$ cat src/rtl/ddc_nco_mixer.sv
// DDC mixer: ADC sample times NCO sine, rounded and saturated into the FIR chain.
// A test mode forwards the raw sine; mode changes blank the output while the pipe refills.
module ddc_nco_mixer #(
  parameter int DATA_W    = 16,
  parameter int NCO_W     = 16,
  parameter int SAT_CNT_W = 16
) (
  input  logic                 clk,
  input  logic                 rst,
  input  logic [DATA_W-1:0]    din,
  input  logic                 din_valid,
  input  logic [NCO_W-1:0]     sin_val,
  input  logic                 nco_test_en,
  input  logic                 sat_clr,
  output logic [DATA_W-1:0]    dout,
  output logic                 dout_valid,
  output logic                 sat_flag,
  output logic [SAT_CNT_W-1:0] sat_cnt
);
  localparam int PROD_W = DATA_W + NCO_W;
  localparam int SHIFT  = NCO_W - 1;
  localparam int R_W    = PROD_W + 1 - SHIFT;
  localparam int STAGES = 2;

  localparam logic signed [R_W-1:0] R_MAX = {{(R_W-DATA_W+1){1'b0}}, {(DATA_W-1){1'b1}}};
  localparam logic signed [R_W-1:0] R_MIN = {{(R_W-DATA_W+1){1'b1}}, {(DATA_W-1){1'b0}}};
  localparam logic [SAT_CNT_W-1:0]  CNT_ONE = {{(SAT_CNT_W-1){1'b0}}, 1'b1};

  // bit 0 is S1, bit 1 is S2; S3 is the dout register itself
  logic [STAGES-1:0]        vld_pipe, mode_pipe;
  logic signed [DATA_W-1:0] d1;
  logic signed [NCO_W-1:0]  s1, s2;
  logic signed [PROD_W-1:0] p2;
  logic                     mode_prev;
  logic [1:0]               flush;

  logic signed [PROD_W:0]   p_rnd;
  logic signed [R_W-1:0]    r;
  logic [DATA_W-1:0]        r_sat;
  logic                     ovf, sat_evt;

  always_comb begin
    p_rnd = $signed({p2[PROD_W-1], p2}) + $signed((PROD_W+1)'(1) << (SHIFT-1));
    r     = p_rnd[PROD_W:SHIFT];
    ovf   = (r > R_MAX) || (r < R_MIN);
    r_sat = r[DATA_W-1:0];
    if (r > R_MAX)      r_sat = {1'b0, {(DATA_W-1){1'b1}}};
    else if (r < R_MIN) r_sat = {1'b1, {(DATA_W-1){1'b0}}};
    // samples dropped by a flush never reach dout, so they are not counted
    sat_evt = vld_pipe[1] & ~mode_pipe[1] & (flush == 2'd0) & ovf;
  end

  always_ff @(posedge clk or negedge rst) begin
    if (!rst) begin
      vld_pipe   <= '0;
      mode_pipe  <= '0;
      d1         <= '0;
      s1         <= '0;
      s2         <= '0;
      p2         <= '0;
      mode_prev  <= 1'b0;
      flush      <= 2'd0;
      dout       <= '0;
      dout_valid <= 1'b0;
      sat_flag   <= 1'b0;
      sat_cnt    <= '0;
    end else begin
      d1        <= $signed(din);
      s1        <= $signed(sin_val);
      vld_pipe  <= {vld_pipe[0], din_valid};
      mode_pipe <= {mode_pipe[0], nco_test_en};
      p2        <= PROD_W'(d1) * PROD_W'(s1);
      s2        <= s1;
      mode_prev <= mode_pipe[0];

      if (mode_pipe[0] != mode_prev) flush <= 2'd3;
      else if (flush != 2'd0)        flush <= flush - 2'd1;

      if (flush != 2'd0) begin
        dout_valid <= 1'b0;
      end else if (mode_pipe[1]) begin
        dout_valid <= 1'b1;
        dout       <= DATA_W'(s2);
      end else begin
        dout_valid <= vld_pipe[1];
        if (vld_pipe[1]) dout <= r_sat;
      end

      // an event in the same cycle as a clear restarts the count at one
      if (sat_evt) begin
        sat_flag <= 1'b1;
        if (sat_clr)                 sat_cnt <= CNT_ONE;
        else if (sat_cnt != '1)      sat_cnt <= sat_cnt + CNT_ONE;
      end else if (sat_clr) begin
        sat_flag <= 1'b0;
        sat_cnt  <= '0;
      end
    end
  end
endmodule

$ cat config.mk
export PLATFORM = sky130hd
export DESIGN_NAME = ddc_nco_mixer
export DESIGN_NICKNAME = d
export VERILOG_FILES = /design/src/rtl/ddc_nco_mixer.sv
export SDC_FILE = /design/constraint.sdc
export NUM_CORES = 1
export LEC_CHECK = 0
export CAP_MARGIN = 10
export CORE_UTILIZATION = 45
export DETAILED_ROUTE_END_ITERATION = 10
export PLACE_DENSITY = 0.6
export SETUP_SLACK_MARGIN = 0.05
export SYNTH_ARGS = -nofsm -noshare
export SYNTH_HDL_FRONTEND = slang
export SYNTH_SLANG_ARGS = --single-unit
$ cat constraint.sdc
create_clock -name clk -period 8 [get_ports clk]
set_clock_uncertainty 0.05 [all_clocks]
set_input_delay 0.8 -clock clk [delete_from_list [all_inputs] [get_ports clk]]
set_output_delay 0.8 -clock clk [all_outputs]
set_load 0.01 [all_outputs]
Word-level counts from Yosys, hierarchy flattened
Cells that the tools add are included.
W data, S select, Z words.
- add/sub/neg operators: 3
- multiply operators: 1
- $lt $le $gt $ge: 2
- equal/unequal tests: 2
- mux-type cells: 14
- bitwise logic cells: 5
- reductions and logical operators: 9
- operator list (kind ; count):
    $mux W16 ; 8
    $add A32 B16 Y33 const B ; 1
    $mul A16 B16 Y32 ; 1
    $gt A18 B16 Y1 const B ; 1
    $lt A18 B16 Y1 const B ; 1
    $add A16 B1 Y16 const B ; 1
    $ne A16 B16 Y1 const B ; 1
    $reduce_bool A2 Y1 ; 5
    $mux W1 ; 4
    $mux W2 ; 2
    $reduce_and A2 Y1 ; 2
    $and A1 B1 Y1 ; 3
    $logic_not A2 Y1 ; 1
    $not A1 Y1 ; 2
    $sub A2 B1 Y2 const B ; 1
    $logic_or A1 B1 Y1 ; 1
    $ne A1 B1 Y1 ; 1
- register bits after elaboration: 121
- input port bits: 37
- output and inout port bits: 34
- logic and storage cells: 48

Depth between registers and ports, before layout
- word-level depth: 6
- gate-level depth with buffers: 22
- gate-level depth less buffers: 21

Worst setup path before layout
OpenSTA, ideal clock, no wires.
- path kind: register -> register
- start: register s1[9]
- end: register p2[28]
- setup time: 0.128 ns
- data arrival time: 5.784 ns
- data required time: 7.822 ns
- path slack: 2.038 ns
- cell stages (with the launch flop): 22
- buffers on the path: 1
- period minus slack after synthesis: 5.962 ns
- cell sequence: dfrtp_1 -> clkbuf_1 -> nand2_1 -> fa_1 -> inv_1 -> fa_1 -> inv_1 -> fa_1 -> inv_1 -> fa_1 -> fa_1 -> inv_1 -> fa_1 -> inv_1 -> ha_1 -> nand4_1 -> a211oi_1 -> a21oi_1 -> o22a_1 -> a21oi_1 -> mux2i_1 -> nand3_1
- cells in the longest elaborated chain, start to end: 1
- RTL lines (element ; line ; text):
    from (decl) ; 32 ; logic signed [NCO_W-1:0] s1, s2;
    from (signal assigned) ; 69 ; s1 <= $signed(sin_val);
    $mul A16 B16 Y32 ; 72 ; p2 <= PROD_W'(d1) * PROD_W'(s1);
    to (signal assigned) ; 72 ;
    to (decl) ; 33 ; logic signed [PROD_W-1:0] p2;
Every way passes these cells.
A chain may end at the register's enable or synchronous reset.

Worst setup path after layout
- start: register s1[11]
- end: register p2[28]
The elaborated chain is that of the path after synthesis.

==> results.sh <==
export IMPL_outcome="finished clean"
export IMPL_synthTopCellsByCount="291 x inv_1, 261 x fa_1, 158 x nand2_1, 125 x and2_1, 106 x dfrtp_1"
export IMPL_avgRoutedWirePerCell_um=17.8
export IMPL_die_area_sq_mm=0.0310
export IMPL_ys_types=62
export IMPL_synth_most_common_cell="inv_1"
export IMPL_drc_errors=0
export IMPL_cts_hold_buf=0
export IMPL_numPortBuffers=70
export IMPL_cp_num_buf_inv=3
export IMPL_cts_tree="done"
export IMPL_root_buffer="clkbuf_16"
export IMPL_slew_headroom_pct=38.0
export IMPL_crit_arrival_ps=6860
export IMPL_drive_gt1_share_pct=2.95
export IMPL_synthFlopType="dfrtp_1"
export IMPL_dr_pass1_iters=5
export IMPL_hold_depth=0
export IMPL_post_route_period_util_pct=83.4
export IMPL_syn_to_final_growth_pct=9.09
export IMPL_die_h_um=176
export IMPL_hold_viol=0
export IMPL_crit_chain="nand2_1 > fa_1 > inv_1 > fa_1 > fa_1 > fa_1 > fa_1 > inv_1 > fa_1 > inv_1 > ha_1 > nand4_1 > a211oi_1 > a21oi_1 > o22a_1 > a21oi_1 > mux2i_1 > nand3_1"
export IMPL_avgSynthCellArea_sq_um=9.84
export IMPL_path_class="reg -> reg"
export IMPL_netlist_instances=1387
export IMPL_antenna_found_initial=0
export IMPL_worst_pin_slew_ps=929
export IMPL_ff2ff_setup_slack_ps=1330
export IMPL_cts_repair_resized=0
export IMPL_rr_endpoint="p2[28]"
export IMPL_worstHoldEndpoint="vld_pipe[1]"
export IMPL_rsz0062_at_grt="false"
export IMPL_hold_path_startpoint="vld_pipe[0]"
export IMPL_htreeDepth=3
export IMPL_core_region_area_sq_mm=0.0297
export IMPL_grt_overflow_total=0
export IMPL_drt_wl_total_um=32300
export IMPL_start_util_pct=45.9
export IMPL_reg2reg_depth=18
export IMPL_die_x_um=176
export IMPL_cp_required_ps=8190
export IMPL_final_nets=1801
export IMPL_synth_seq_area_share_pct=19.4
export IMPL_timing_hold_ws_ps=306
export IMPL_synth_edf_count=0
export IMPL_post_cts_buffers=0
export IMPL_grt_pass1_vias=9906
export IMPL_setup_viol_count_final=0
export IMPL_syn_area_sq_mm=0.0137
export IMPL_cp_top_family="adder cells"
export IMPL_crit_path_top_delay_cell="dfrtp_1"
export IMPL_grtUsageTotal_pct=22.6
export IMPL_row_count=63
export IMPL_cp_slowest_stage_delay_ps=950
export IMPL_clock_sinks=106
export IMPL_cp_end_kind="register"
export IMPL_cp_max_fo=17
export IMPL_clk_pin_slew_ps=70
export IMPL_grt_pass1_wl_um=54000
export IMPL_via_per_inst=5.17
export IMPL_syn_nets=1767
export IMPL_drt_initial_drc_count=531
export IMPL_n_antenna_cell=0
export IMPL_hold_class="reg -> reg"
export IMPL_ys_async_sr_fraction_pct=100
export IMPL_dr_total_vias=9383
export IMPL_routabilityCongestion=0.859
export IMPL_maxCapViolCount=0
export IMPL_crit_top_cell="fa_1"
export IMPL_synth_area_leaders="fa_1 38%, dfrtp_1 19%, inv_1 8.0%, ha_1 7.5%, and2_1 5.7%"
export IMPL_cts_buffer_depth=2
export IMPL_post_route_min_period_ps=6670
export IMPL_synthDominantCellAreaShare_pct=38.3
export IMPL_yosys_area_top_type="fa_1"
export IMPL_clock_latency_ps=370
export IMPL_drv_slew=0
export IMPL_critPathLaunchType="register"
export IMPL_ios=71
export IMPL_grt_max_degree=71
export IMPL_ys_ff_latch=106
export IMPL_synth_warning_count=0
export IMPL_ant_nets=0
export IMPL_dp_hpwl_um=26000
export IMPL_fin_setup_tns_ps=0
export IMPL_max_freq_ghz=0.150
export IMPL_cts_made_buffers=9
export IMPL_r2r_start="s1[11]"
## per-layer routing
metal  routed length (um)  up-vias  track usage [%]
met3                 1760       15             3.08
li1                     -     4281                -
met4                  269        0             3.77
met1                15000     4815             33.5
met5                    0        -                0
met2                15300      272             36.0
## state kept, by name, summed over array words and instances (netlist names), 2 cells and up
| register | count |
|---|---|
| sat_cnt | 16 |
| s1 | 16 |
| p2 | 18 |
| flush | 2 |
| vld_pipe | 2 |
| d1 | 16 |
| s2 | 16 |
| dout | 16 |
| mode_pipe | 2 |
## layout make-up
cell class	count	area, sq um
clock buffers	10	229
well taps	390	488
clock inverters	6	50.0
multi-input cells	941	9670
inverters	291	1090
fillers	2782	14800
repair buffers	72	713
flip-flops and latches	106	2650
## per-stage QoR
step / utilization (%) / std cells / setup WS, ps / area [sq um]
after floorplan: - / 1387 / 2040 / 13700
after global placement: 49.2 / 1800 / 1430 / 14600
after detailed placement: 49.2 / 1800 / 1330 / 14600
after CTS: 50.1 / 1816 / 1310 / 14900
after global routing: 50.1 / 1816 / 846 / 14900
final: 50.1 / 1816 / 1330 / 14900
## placed cells by master (no fill, tap or decap), types with 12 or more instances in the layout
cell and instances:
inv_1 291, fa_1 261, nand2_1 158, and2_1 125, dfrtp_1 106, ha_1 82
clkdlybuf4s50_1 69, nor2_1 40, a21oi_1 38, xnor2_1 29, o21ai_0 20, nor2b_1 20
nand3_1 18, o31ai_1 18, nand4_1 13, xor2_1 12
## cell families (layout without fill, tap and decap cells)
kind of cell	after synthesis	after routing	share of synthesized area [%]
buffers and inverters	340	379	9.78
AOI/OAI and AO/OA	117	117	5.55
adders and majority gates	343	343	45.8
DFF	106	106	19.4
muxes	7	7	0.559
and+or+nand+nor	433	433	16.3
xor gates and xnor gates	41	41	2.63
## worst max-delay path by stage
stage                       from  cells after the start      to  slack [ps]
after floorplan            s1[9]                     21  p2[28]        2040
after global placement    s1[11]                     18  p2[28]        1430
after detailed placement  s1[11]                     18  p2[28]        1330
after CTS                 s1[11]                     18  p2[28]        1310
after global routing      s1[11]                     18  p2[31]         850
final                     s1[11]                     18  p2[28]        1330
Power is not shown: default switching activity piles up to over one toggle a cycle in this logic, so the estimate is an artifact.
